## src/rtl/alu_share_ctrl.sv

```systemverilog
// Two-requester controller time-sharing one 16-bit ALU with a registered valid/ready response.
// Define ALU_SHARE_FIXED_PRIO_EN to make requester 0 always win contention (no round-robin pointer).
module alu_share_ctrl #(
  parameter int DATA_W = 16
) (
  input  logic              clk,
  input  logic              rst_n,
  input  logic              req0_valid,
  output logic              req0_ready,
  input  logic [DATA_W-1:0] req0_op1,
  input  logic [DATA_W-1:0] req0_op2,
  input  logic [2:0]        req0_ctrl,
  input  logic              req1_valid,
  output logic              req1_ready,
  input  logic [DATA_W-1:0] req1_op1,
  input  logic [DATA_W-1:0] req1_op2,
  input  logic [2:0]        req1_ctrl,
  output logic              rsp_valid,
  input  logic              rsp_ready,
  output logic              rsp_id,
  output logic [DATA_W-1:0] rsp_result,
  output logic              rsp_zf,
  output logic              rsp_err,
  output logic              busy
);

  typedef enum logic [1:0] {IDLE = 2'd0, EXEC = 2'd1, HOLD = 2'd2} state_t;

  state_t            state, state_nxt;
  logic              grant_vld;
  logic              grant_id;
  logic              accept;
  logic [DATA_W-1:0] op1_p1;
  logic [DATA_W-1:0] op2_p1;
  logic [2:0]        ctrl_p1;
  logic              id_p1;
  logic [DATA_W-1:0] alu_result;
  logic              alu_err;

  // Returns {err, result}; illegal codes yield a zero result with err set.
  function automatic logic [DATA_W:0] alu_eval(input logic [DATA_W-1:0] a,
                                               input logic [DATA_W-1:0] b,
                                               input logic [2:0]        ctrl);
    logic [DATA_W:0] r;
    r = '0;
    case (ctrl)
      3'b010:  r = {1'b0, a + b};
      3'b110:  r = {1'b0, a - b};
      3'b000:  r = {1'b0, a & b};
      3'b001:  r = {1'b0, a | b};
      3'b111:  r = {1'b0, {(DATA_W-1){1'b0}}, (a < b)};
      default: r = {1'b1, {DATA_W{1'b0}}};
    endcase
    return r;
  endfunction

`ifndef ALU_SHARE_FIXED_PRIO_EN
  logic prio;

  always_ff @(posedge clk or negedge rst_n) begin
    if (!rst_n) begin
      prio <= 1'b0;
    end else if (accept) begin
      prio <= ~grant_id;
    end
  end
`endif

  always_comb begin
    grant_vld = req0_valid | req1_valid;
`ifdef ALU_SHARE_FIXED_PRIO_EN
    grant_id  = ~req0_valid;
`else
    grant_id  = (req0_valid && req1_valid) ? prio : req1_valid;
`endif
    accept     = (state == IDLE) && grant_vld;
    req0_ready = accept && !grant_id;
    req1_ready = accept && grant_id;
    busy       = (state != IDLE);
  end

  always_comb begin
    state_nxt = state;
    case (state)
      IDLE:    if (grant_vld) state_nxt = EXEC;
      EXEC:    state_nxt = HOLD;
      HOLD:    if (rsp_valid && rsp_ready) state_nxt = IDLE;
      default: state_nxt = IDLE;
    endcase
  end

  always_comb begin
    {alu_err, alu_result} = alu_eval(op1_p1, op2_p1, ctrl_p1);
  end

  always_ff @(posedge clk or negedge rst_n) begin
    if (!rst_n) begin
      state <= IDLE;
    end else begin
      state <= state_nxt;
    end
  end

  // Stage p1: operands of the granted requester
  always_ff @(posedge clk or negedge rst_n) begin
    if (!rst_n) begin
      op1_p1  <= '0;
      op2_p1  <= '0;
      ctrl_p1 <= '0;
      id_p1   <= 1'b0;
    end else if (accept) begin
      op1_p1  <= grant_id ? req1_op1  : req0_op1;
      op2_p1  <= grant_id ? req1_op2  : req0_op2;
      ctrl_p1 <= grant_id ? req1_ctrl : req0_ctrl;
      id_p1   <= grant_id;
    end
  end

  // Stage p2: response registers, frozen until the consumer takes them
  always_ff @(posedge clk or negedge rst_n) begin
    if (!rst_n) begin
      rsp_valid  <= 1'b0;
      rsp_id     <= 1'b0;
      rsp_result <= '0;
      rsp_zf     <= 1'b0;
      rsp_err    <= 1'b0;
    end else if (state == EXEC) begin
      rsp_valid  <= 1'b1;
      rsp_id     <= id_p1;
      rsp_result <= alu_result;
      rsp_zf     <= (alu_result == '0);
      rsp_err    <= alu_err;
    end else if (state == HOLD && rsp_ready) begin
      rsp_valid  <= 1'b0;
    end
  end

endmodule
```

## config.mk

```make
export PLATFORM = sky130hd
export DESIGN_NAME = alu_share_ctrl
export DESIGN_NICKNAME = d
export VERILOG_FILES = /design/src/rtl/alu_share_ctrl.sv
export SDC_FILE = /design/constraint.sdc
export NUM_CORES = 1
export LEC_CHECK = 0
export ABC_CLOCK_PERIOD_IN_PS = 3300
export CAP_MARGIN = 20
export CORE_AREA = 2 2 98 100
export DETAILED_ROUTE_END_ITERATION = 10
export DIE_AREA = 0 0 100 102
export HOLD_SLACK_MARGIN = 0.08
export PLACE_DENSITY = 0.77
export SLEW_MARGIN = 0
export SYNTH_ARGS = -nofsm -noshare
export SYNTH_HDL_FRONTEND = slang
export SYNTH_SLANG_ARGS = --single-unit
```

## constraint.sdc

```tcl
create_clock -name clk -period 3.3 [get_ports clk]
set_input_delay 0.66 -clock clk [delete_from_list [all_inputs] [get_ports clk]]
set_output_delay 0.66 -clock clk [all_outputs]
set_load 0.01 [all_outputs]
```

==> impl_metrics.toml <==
[timing]
setup_tns_ps = 0
worst_pin_slew_ps = 974
hold_violations = 0
fin_crit_ps = 3230
setup_violations = 0
slew_violations = 0
layout_setup_ws_ps = 69.2
max_slew_margin_pct = 34.9
skew_ps = 12.3
max_freq_ghz = 0.310
whs_ps = 329
timing.final.crit_share_pct = 97.9

[cts]
cts_root_buffer = "clkbuf_8"
cts.sink_count = 59
clock_latency_ps = 350
cts_made_buffers = 9
cts_tree = "built"
clk_pin_slew_ps = 70
hold_buffers = 0
clockBufferDepth = 2
htreeDepth = 3

[route]
drc = 0
drt_first_pass_iters = 7
vias = 4507
wl_per_cell_um = 18.5
ant_nets = 0
first_iter_violations = 435
finalWirelength_um = 13800
via_per_inst = 6.03

[critical_path]
ff2ff_setup_slack_ps = 70
r2r-start = "op1_p1[1]$_DFFE_PN0P_"
path_class = "reg -> reg"
cp.arrival_ps = 3470
crit_fanout = 4
end_kind = "flip-flop"
startpoint_type = "flip-flop"
cp-startpoint = "op1_p1[1]$_DFFE_PN0P_"
critical_path_required_ps = 3540

[grt]
grt_max_degree = 39
track_usage_pct = 27.3
grt_overflow = 0
antenna_found_initial = 0
grt_pass1_vias = 4349
grt_pass1_wl_um = 21900

[yosys]
syn_inst = 532
ys_types = 70
yosysSeqAreaShare_pct = 31.6
synthTopCellsByArea = "dfrtp_1, ha_1, a222oi_1, inv_1, nand2_1"
synth_top_area_cell = "dfrtp_1"
ys_seq_elements = 59
synth_edf_count = 0
synth_area_um2 = 4670
synth_nets = 657
postSynthAreaPerCell_um2 = 8.77
yosys_warnings = 0
synth_ff_type = "dfrtp_1"
yosysTopAreaCellShare_pct = 31.6
synthArstFlopShare_pct = 100

[place]
dp_slack_ps = 7.08
dp_hpwl_um = 10600
portBuffers = 97
place.gp.congestion = 0.964

[power]
pwr-share-comb_pct = 70.6
power.switching_w = 0.00342
ir_drop_mv = 0.429
clock_power_share_pct = 10.0
swShare_pct = 48.5
p_total_w = 0.00705
power_frac_seq_pct = 19.4
p_per_area_nw_per_um2 = 1140
internal_power_w = 0.00364
p_leak_nw = 2.94

[worst_hold_path]
holdCritPathClass = "in -> async"

[floorplan]
floorplan.initialDensity_pct = 51.2
die_area_um2 = 10200
die_y_um = 102
design.portCount = 98
die_w_um = 100
rows = 35
core_um2 = 9110

[layout]
layout_common_cells = "clkdlybuf4s50_1, inv_1, dfrtp_1"
area_delta_synth_final_pct = 32.1
multiInputGateArea_um2 = 2830
final_common_cell = "clkdlybuf4s50_1"
final_layout_size_suffix_gt1_share_pct = 13.5
nNetsFinal = 759
fillers = 776
seq_area_um2 = 1480
diodes = 0
postLayoutCoreUtil_pct = 67.7

[outcome]
status = "complete, no violations"

[flow_run]
maxCapViolations = 0
==> power by group through the flow <==
stage / logic [W] / registers (W) / clock network, W
3_5_place_dp: 0.00457 / 0.00138 / 0
4_1_cts: 0.00460 / 0.00137 / 0.000707
6_report: 0.00498 / 0.00137 / 0.000703
2_1_floorplan: 0.00314 / 0.00133 / 0
3_3_place_gp: 0.00454 / 0.00136 / 0
5_1_grt: 0.00542 / 0.00142 / 0.000737
==> metal layers <==
layer / global-route usage, % / vias to the layer above / wire length [µm]
met2: 43.1 / 176 / 6320
met5: 0 / - / 0
met1: 38.5 / 2185 / 6490
met3: 3.76 / 23 / 766
li1: - / 2123 / -
met4: 9.59 / 0 / 260
==> state kept, by name, summed over array words and instances (netlist names) <==
register and flops:
op1_p1 16, rsp_valid 1, rsp_zf 1, ctrl_p1 3
state 2, op2_p1 16, prio 1, rsp_id 1
id_p1 1, rsp_err 1, rsp_result 16
==> timing repair <==
item | 4_1_cts | 5_1_grt
cloned | 0 | 0
pin swaps | 0 | 10
hold endpoints to repair | 0 | 0
endpoints found under the setup margin | 1 | 1
resized for setup | 1 | 26
setup buffers | 0 | 6
==> worst max-delay path, cell delays in order (launching register included) <==
cell	delay, ps
dfrtp_1	390
buf_4	160
ha_1	240
a211o_1	320
a31o_1	260
a211oi_2	230
nor2_1	90
a221oi_2	390
o211a_1	230
nand4_1	90
or4_1	540
o41ai_2	200
==> layout make-up <==
cell class              instances  area share (%)
inverters                      88            5.35
repair buffers                127            19.3
flip-flops and latches         59            23.9
clock inverters                 2           0.568
multi-input cells             349            45.9
clock buffers                  12            2.68
well taps                     111            2.25
==> synth_stat cells (3+ instances only) <==
cell type and n:
inv_1 88, dfrtp_1 59, ha_1 48, nand2_1 39
a222oi_1 35, clkbuf_1 23, nor2_1 23, o21ai_0 21
a21oi_1 18, mux2i_1 12, o211ai_1 12, nand2b_1 11
nand3_1 11, nor3_1 8, a211oi_1 7, buf_2 7
mux2_2 7, a21o_1 6, o311a_1 5, xnor2_1 5
and3_1 4, nand4_1 4, nor2b_1 4, nor4_1 4
o21ai_1 4, a31oi_1 3, buf_4 3, o31ai_1 3
or3_1 3
==> path summary, 6_finish.rpt <==
kind | to | cells past startpoint
worst max-delay path | rsp_zf$_DFFE_PN0P_ | 11
worst min-delay path | rsp_result[2]$_DFFE_PN0P_ | 1
worst max register to register | rsp_zf$_DFFE_PN0P_ | 11
worst min register to register | rsp_result[5]$_DFFE_PN0P_ | 2
max in group asynchronous | rsp_result[11]$_DFFE_PN0P_ | 2
min in group clk | rsp_result[5]$_DFFE_PN0P_ | 2
==> through the flow <==
step                      area, µm²  cells
after floorplan                4670    532
after global placement         5800    728
after detailed placement       5800    728
after CTS                      6010    742
after global routing           6170    748
final                          6170    748
==> logic make-up (layout without fill, tap and decap cells) <==
kind of cell / count (synthesis) / in the layout / synth area share [%]
DFF: 59 / 59 / 31.6
AOI/OAI and AO/OA: 154 / 154 / 26.0
buffers and inverters: 124 / 229 / 10.4
and+or+nand+nor: 120 / 120 / 12.8
adders and majority gates: 50 / 50 / 13.7
muxes: 19 / 19 / 4.26
xor gates and xnor gates: 6 / 6 / 1.13
No activity file was read; power rests on OpenSTA's default activity.
